File: config.mk
export PLATFORM = sky130hd
export DESIGN_NAME = image_fetch_ctrl
export DESIGN_NICKNAME = d
export VERILOG_FILES = /design/src/rtl/image_fetch_ctrl.sv
export SDC_FILE = /design/constraint.sdc
export NUM_CORES = 1
export LEC_CHECK = 0
export CAP_MARGIN = 20
export CORE_ASPECT_RATIO = 1.4
export CORE_UTILIZATION = 54
export CTS_BUF_LIST = sky130_fd_sc_hd__clkbuf_8 sky130_fd_sc_hd__clkbuf_16
export DETAILED_ROUTE_END_ITERATION = 10
export PLACE_DENSITY_LB_ADDON = 0.15
export RECOVER_POWER = 25
export SYNTH_ARGS = -nofsm -noshare
export SYNTH_HDL_FRONTEND = slang
export SYNTH_SLANG_ARGS = --single-unit
File: constraint.sdc
create_clock -name clk_i -period 5 [get_ports clk_i]
set_clock_uncertainty 0.1 [all_clocks]
set_input_delay 1.5 -clock clk_i [delete_from_list [all_inputs] [get_ports clk_i]]
set_output_delay 1.5 -clock clk_i [all_outputs]
set_load 0.01 [all_outputs]
File: src/rtl/image_fetch_ctrl.sv
// image_fetch_ctrl: read sequencer for the LCD frame memory.
// Walks addresses 0..ADDR_DEPTH-1 once per start_i and issues reads that
// respect the memory read latency. Returned words go into a 2-entry
// first-word-fall-through FIFO, which feeds a valid/ready pixel stream.
// Build option: define IMAGE_FETCH_CONTINUOUS_EN to keep fetching frames
// back to back after the first start_i. Reads then wrap from the last
// address to address 0 with no gap.
module image_fetch_ctrl #(
    parameter int ADDR_DEPTH = 16384,
    parameter int DATA_WIDTH = 16,
    parameter int ADDR_WIDTH = $clog2(ADDR_DEPTH),
    parameter int RD_LATENCY = 1
) (
    input  logic                  clk_i,
    input  logic                  rst_i,
    input  logic                  start_i,
    output logic                  busy_o,
    output logic                  frame_done_o,
    output logic                  mem_rd_en_o,
    output logic [ADDR_WIDTH-1:0] mem_rd_addr_o,
    input  logic [DATA_WIDTH-1:0] mem_rd_data_i,
    output logic                  pix_valid_o,
    output logic [DATA_WIDTH-1:0] pix_data_o,
    input  logic                  pix_ready_i
);

    localparam logic [ADDR_WIDTH-1:0] LAST_ADDR = ADDR_WIDTH'(ADDR_DEPTH - 1);
    localparam logic [ADDR_WIDTH:0]   LAST_PIX  = (ADDR_WIDTH + 1)'(ADDR_DEPTH - 1);

    typedef enum logic [1:0] {
        ST_IDLE  = 2'd0,
        ST_FETCH = 2'd1,
        ST_DRAIN = 2'd2
    } state_t;

    state_t                  state_q, state_d;
    logic [ADDR_WIDTH-1:0]   addr_q, addr_d;
    logic [ADDR_WIDTH:0]     acc_q, acc_d;
    logic                    done_q, done_d;
    logic                    inflight_q, inflight_d;
    logic [DATA_WIDTH-1:0]   fifo0_q, fifo0_d;
    logic [DATA_WIDTH-1:0]   fifo1_q, fifo1_d;
    logic                    wr_ptr_q, wr_ptr_d;
    logic                    rd_ptr_q, rd_ptr_d;
    logic [1:0]              count_q, count_d;

    logic                    pop_s;
    logic                    push_s;
    logic                    rd_en_s;
    logic [2:0]              occ_s;

    // Credit check, FIFO push/pop and pointer/count updates.
    // The pop of the current cycle is credited, so a slot that is being
    // drained right now can be refilled. This gives 1 pixel/clk and can
    // never overflow the two entries.
    always_comb begin
        pop_s      = (count_q != 2'd0) && pix_ready_i;
        occ_s      = {1'b0, count_q} + {2'b00, inflight_q} - {2'b00, pop_s};
        rd_en_s    = (state_q == ST_FETCH) && (occ_s < 3'd2);
        if (RD_LATENCY == 0) begin
            push_s     = rd_en_s;
            inflight_d = 1'b0;
        end else begin
            push_s     = inflight_q;
            inflight_d = rd_en_s;
        end
        fifo0_d  = fifo0_q;
        fifo1_d  = fifo1_q;
        wr_ptr_d = wr_ptr_q;
        rd_ptr_d = rd_ptr_q;
        if (push_s) begin
            if (wr_ptr_q) begin
                fifo1_d = mem_rd_data_i;
            end else begin
                fifo0_d = mem_rd_data_i;
            end
            wr_ptr_d = ~wr_ptr_q;
        end else begin
            wr_ptr_d = wr_ptr_q;
        end
        if (pop_s) begin
            rd_ptr_d = ~rd_ptr_q;
        end else begin
            rd_ptr_d = rd_ptr_q;
        end
        count_d = count_q + {1'b0, push_s} - {1'b0, pop_s};
    end

    // Next-state logic for the frame sequencer, read address and pixel counter.
    always_comb begin
        state_d = state_q;
        addr_d  = addr_q;
        acc_d   = acc_q;
        done_d  = 1'b0;
        case (state_q)
            ST_IDLE: begin
                // The cycle that shows frame_done_o is idle, but a start there is ignored.
                if (start_i && !done_q) begin
                    state_d = ST_FETCH;
                    addr_d  = {ADDR_WIDTH{1'b0}};
                    acc_d   = {(ADDR_WIDTH + 1){1'b0}};
                end else begin
                    state_d = ST_IDLE;
                end
            end
            ST_FETCH: begin
                if (rd_en_s) begin
                    if (addr_q == LAST_ADDR) begin
                        addr_d = {ADDR_WIDTH{1'b0}};
`ifdef IMAGE_FETCH_CONTINUOUS_EN
                        state_d = ST_FETCH;
`else
                        state_d = ST_DRAIN;
`endif
                    end else begin
                        addr_d = addr_q + {{(ADDR_WIDTH - 1){1'b0}}, 1'b1};
                    end
                end else begin
                    addr_d = addr_q;
                end
            end
            ST_DRAIN: begin
                state_d = ST_DRAIN;
            end
            default: begin
                state_d = ST_IDLE;
            end
        endcase
        // Count accepted pixels. The last one of a frame ends it.
        if ((state_q != ST_IDLE) && pop_s) begin
            if (acc_q == LAST_PIX) begin
                acc_d  = {(ADDR_WIDTH + 1){1'b0}};
                done_d = 1'b1;
`ifndef IMAGE_FETCH_CONTINUOUS_EN
                state_d = ST_IDLE;
`endif
            end else begin
                acc_d = acc_q + {{ADDR_WIDTH{1'b0}}, 1'b1};
            end
        end else begin
            acc_d = acc_d;
        end
    end

    // Sequencer state register; reset also discards any in-flight read.
    always_ff @(posedge clk_i or posedge rst_i) begin
        if (rst_i) begin
            state_q    <= ST_IDLE;
            addr_q     <= {ADDR_WIDTH{1'b0}};
            acc_q      <= {(ADDR_WIDTH + 1){1'b0}};
            done_q     <= 1'b0;
            inflight_q <= 1'b0;
        end else begin
            state_q    <= state_d;
            addr_q     <= addr_d;
            acc_q      <= acc_d;
            done_q     <= done_d;
            inflight_q <= inflight_d;
        end
    end

    // Two-entry pixel FIFO storage, pointers and occupancy.
    always_ff @(posedge clk_i or posedge rst_i) begin
        if (rst_i) begin
            fifo0_q  <= {DATA_WIDTH{1'b0}};
            fifo1_q  <= {DATA_WIDTH{1'b0}};
            wr_ptr_q <= 1'b0;
            rd_ptr_q <= 1'b0;
            count_q  <= 2'd0;
        end else begin
            fifo0_q  <= fifo0_d;
            fifo1_q  <= fifo1_d;
            wr_ptr_q <= wr_ptr_d;
            rd_ptr_q <= rd_ptr_d;
            count_q  <= count_d;
        end
    end

    assign busy_o        = (state_q != ST_IDLE);
    assign frame_done_o  = done_q;
    assign mem_rd_en_o   = rd_en_s;
    assign mem_rd_addr_o = addr_q;
    assign pix_valid_o   = (count_q != 2'd0);
    assign pix_data_o    = rd_ptr_q ? fifo1_q : fifo0_q;

endmodule

==> results.md <==
- Max-cap check violation count: 0
- Final worst setup slack: between 0.1 and 0.15 ns
- Maximum fanout along the worst path: 2
- Wire length per cell: around 16 µm
- Synth area leaders: dfrtp_1 51%, mux2_2 16%, nand2_1 2.9%
- Seq/Total Area, Yosys: 50.66%
- I/O pin count: between 50 and 60
- Nets@finish: about 380
- Worst slew margin: 4.939%
- DR pass1 iterations: 4
- Global routing met2 resource utilization: 37.06%
- Crit start category: primary input
- DIE AREA: ~6600 µm²
- Asr flop ratio synth: 100.0%
- Final min period: around 4.9 ns
- Synthesized area: 3408 µm²
- Peak VDD IR: approximately 0.00028 V
- Remaining antenna violation count: 0
- Fill count: roughly 450
- Final Instance Area: ~4200 µm²
- Via count: 2583
- Worst hold start: acc_q[12]$_DFFE_PP0P_
- Arrival @ worst endpoint: 3.27 ns
- CTS tree: yes
- Post-place setup slack: -0.4389 ns
- Floorplan core area: approximately 6000 µm²
- Share of cells above drive strength 1: ~23%
- Critical path endpoint category: primary output
- Most frequent cells in the layout: 69 x dfrtp_1, 48 x mux2_2, 34 x clkdlybuf4s50_1, 26 x nand2_1, 17 x dlygate4sd3_1
- Hold WC Path Type: flip-flop to flip-flop
- Clock-pin slew on the worst setup and hold paths: ~0.07 ns
- Starting Density: 56.93%
- Area Growth Syn to Fin: 23.83%
- Die H: 96 µm
- Total detailed-routing wirelength: between 6000 and 7000 µm
- Die Wd: between 60 and 70 µm
- Vias per cell: 5.952
- Least-Margin Pin Slew: 1.424 ns
- FP Rows: 33
- GRT Max-Usage Layer: met2
- Post-synth top area cell: dfrtp_1
- Leakage: about 0.0018 µW
- Grt met3 use: approximately 3.9%
- Fin. Hold Viols: 0
- Post-synthesis cell count: about 300
- DP HPWL: ~4700 µm
- CP required: approximately 3.4 ns
- Syn_area_per_cell: around 11 µm²
- Clk buf depth: 2
- Max Transition Viols Final: 0
- Yosys top cell area share: around 50%
- Status: complete, no violations
- N_diodes: 0
- Vias in the first global route: about 2.5k
- Worst reg2reg path startpoint: count_q[1]$_DFF_PP0_
- Synth Warn #: 0
- Gr ovfl total: 0
- GP Congestion: 0.8235
- Met1 Use GR: approximately 28%
- Post-synth EDFFs: 0
- Initial antenna violation count: 0
- CTS sink cnt: 69
- IO Port Bufs: 53
- Primary FF master, synth: dfrtp_1
- First-pass GRT wire length: between 10000 and 15000 µm
- Root Buffer: clkbuf_8
- Multi-input gate area: approximately 1600 µm²
- H-tree depth: 3
- Period utilization: between 90% and 100%
- Unique masters post-synth: 46
- Kind of critical path: primary input to primary output
- Register area: 1727 µm²
- Crit. Startpoint: pix_ready_i
- RSZ-0062 raised after global routing: no
- Worst skew pair latency: approximately 0.34 ns
- Synthesized Nets: 326
- CTS buffer count: 9
- FMAX: between 200 and 250 MHz
- DP Area: approximately 4000 µm²
- Hold buffer count at CTS: 0
- DRC viols: 0
- Yosys reg bits: roughly 70
- Layout Utilization: a little over two thirds
- Detailed Route Iter0 Violations: between 100 and 150
- Final setup fails: 0
- Largest net degree at the start of global routing: 40
- GRT Total Usage: between 20% and 30%
- P per Cell Area: about 580 nW/µm²
- R2R Setup Slk: 2.14 ns
- Commonest non-fill, non-tap cell in the layout: dfrtp_1
## state kept, by name, indices dropped and copies added (netlist names)
signal and cells:
wr_ptr_q 1, fifo1_q 16, acc_q 15, inflight_q 1
state_q 2, fifo0_q 16, mem_rd_addr_o 14, count_q 2
rd_ptr_q 1, frame_done_o 1
## cell families after synthesis
kind of cell    after synthesis  synth area share, %
mux                          49                16.15
flops                        69                50.66
buf+inv                      23                2.643
simple gates                 89                14.87
fa+ha+maj                     5                2.056
compound gates               60                12.08
xor+xnor                      6                1.542
## stage by stage
stage	total power [µW]	cells	hold WS [ns]	setup TNS (ns)
CTS	2467	434	0.3904	0
global placement	2000	417	0.3756	-0.4436
detailed placement	2035	417	0.3760	-0.4389
floorplan	1551	301	0.3385	0
global route	2607	434	0.4154	0
finish	2441	434	0.3914	0
## critical path, cell delays in order
cell           delay, ns
dlygate4sd2_1       0.25
o21a_1              0.11
ha_1                0.26
inv_1               0.03
ha_1                0.19
fa_2                0.47
nor3_2              0.26
buf_2               0.18
## layer usage
metal | wire [µm] | up-vias
met3 | 292 | 10
li1 | - | 1232
met1 | 2966 | 1270
met4 | 96 | 0
met5 | 0 | -
met2 | 3382 | 71
## synth_stat cells, drive strengths merged, types with 6 or more instances
master and n:
and3 6, nand2 26, a31oi 10, o21ai 16, inv 7, dfrtp 69, mux2 48, and4 7
nor2 7, nand4 7, a21oi 8, o31ai 7, nand3 11, clkbuf 11
## final cells by class
type | instances | share of cell area (%)
sequential | 69 | 40.91
multi-input combinational | 209 | 37.95
timing repair buffer | 63 | 14.11
clock buffer | 10 | 3.261
tap | 70 | 2.075
clock inverter | 6 | 1.067
inverter | 7 | 0.6226
## power by group
| group | internal, µW | switching [µW] |
|---|---|---|
| Combinational | 647 | 469 |
| Clock | 196 | 215 |
| Sequential | 753 | 161 |
| Total | 1600 | 846 |
## worst paths after layout
path                                                 to  depth (start not counted)
setup / recovery                            mem_rd_en_o                          8
hold / removal                    acc_q[12]$_DFFE_PP0P_                          1
setup reg to reg           mem_rd_addr_o[9]$_DFFE_PP0P_                          9
hold reg to reg                   acc_q[12]$_DFFE_PP0P_                          1
max in group asynchronous         acc_q[10]$_DFFE_PP0P_                          3
min in group asynchronous        fifo0_q[0]$_DFFE_PP0P_                          2
## what timing repair did
action,in CTS,in global routing
buffers inserted,1,0
endpoints found under the hold margin,0,0
endpoints found under the setup margin,1,1
pin swaps,2,1
resized for setup,7,0
Power figures use the tool's default switching activity.
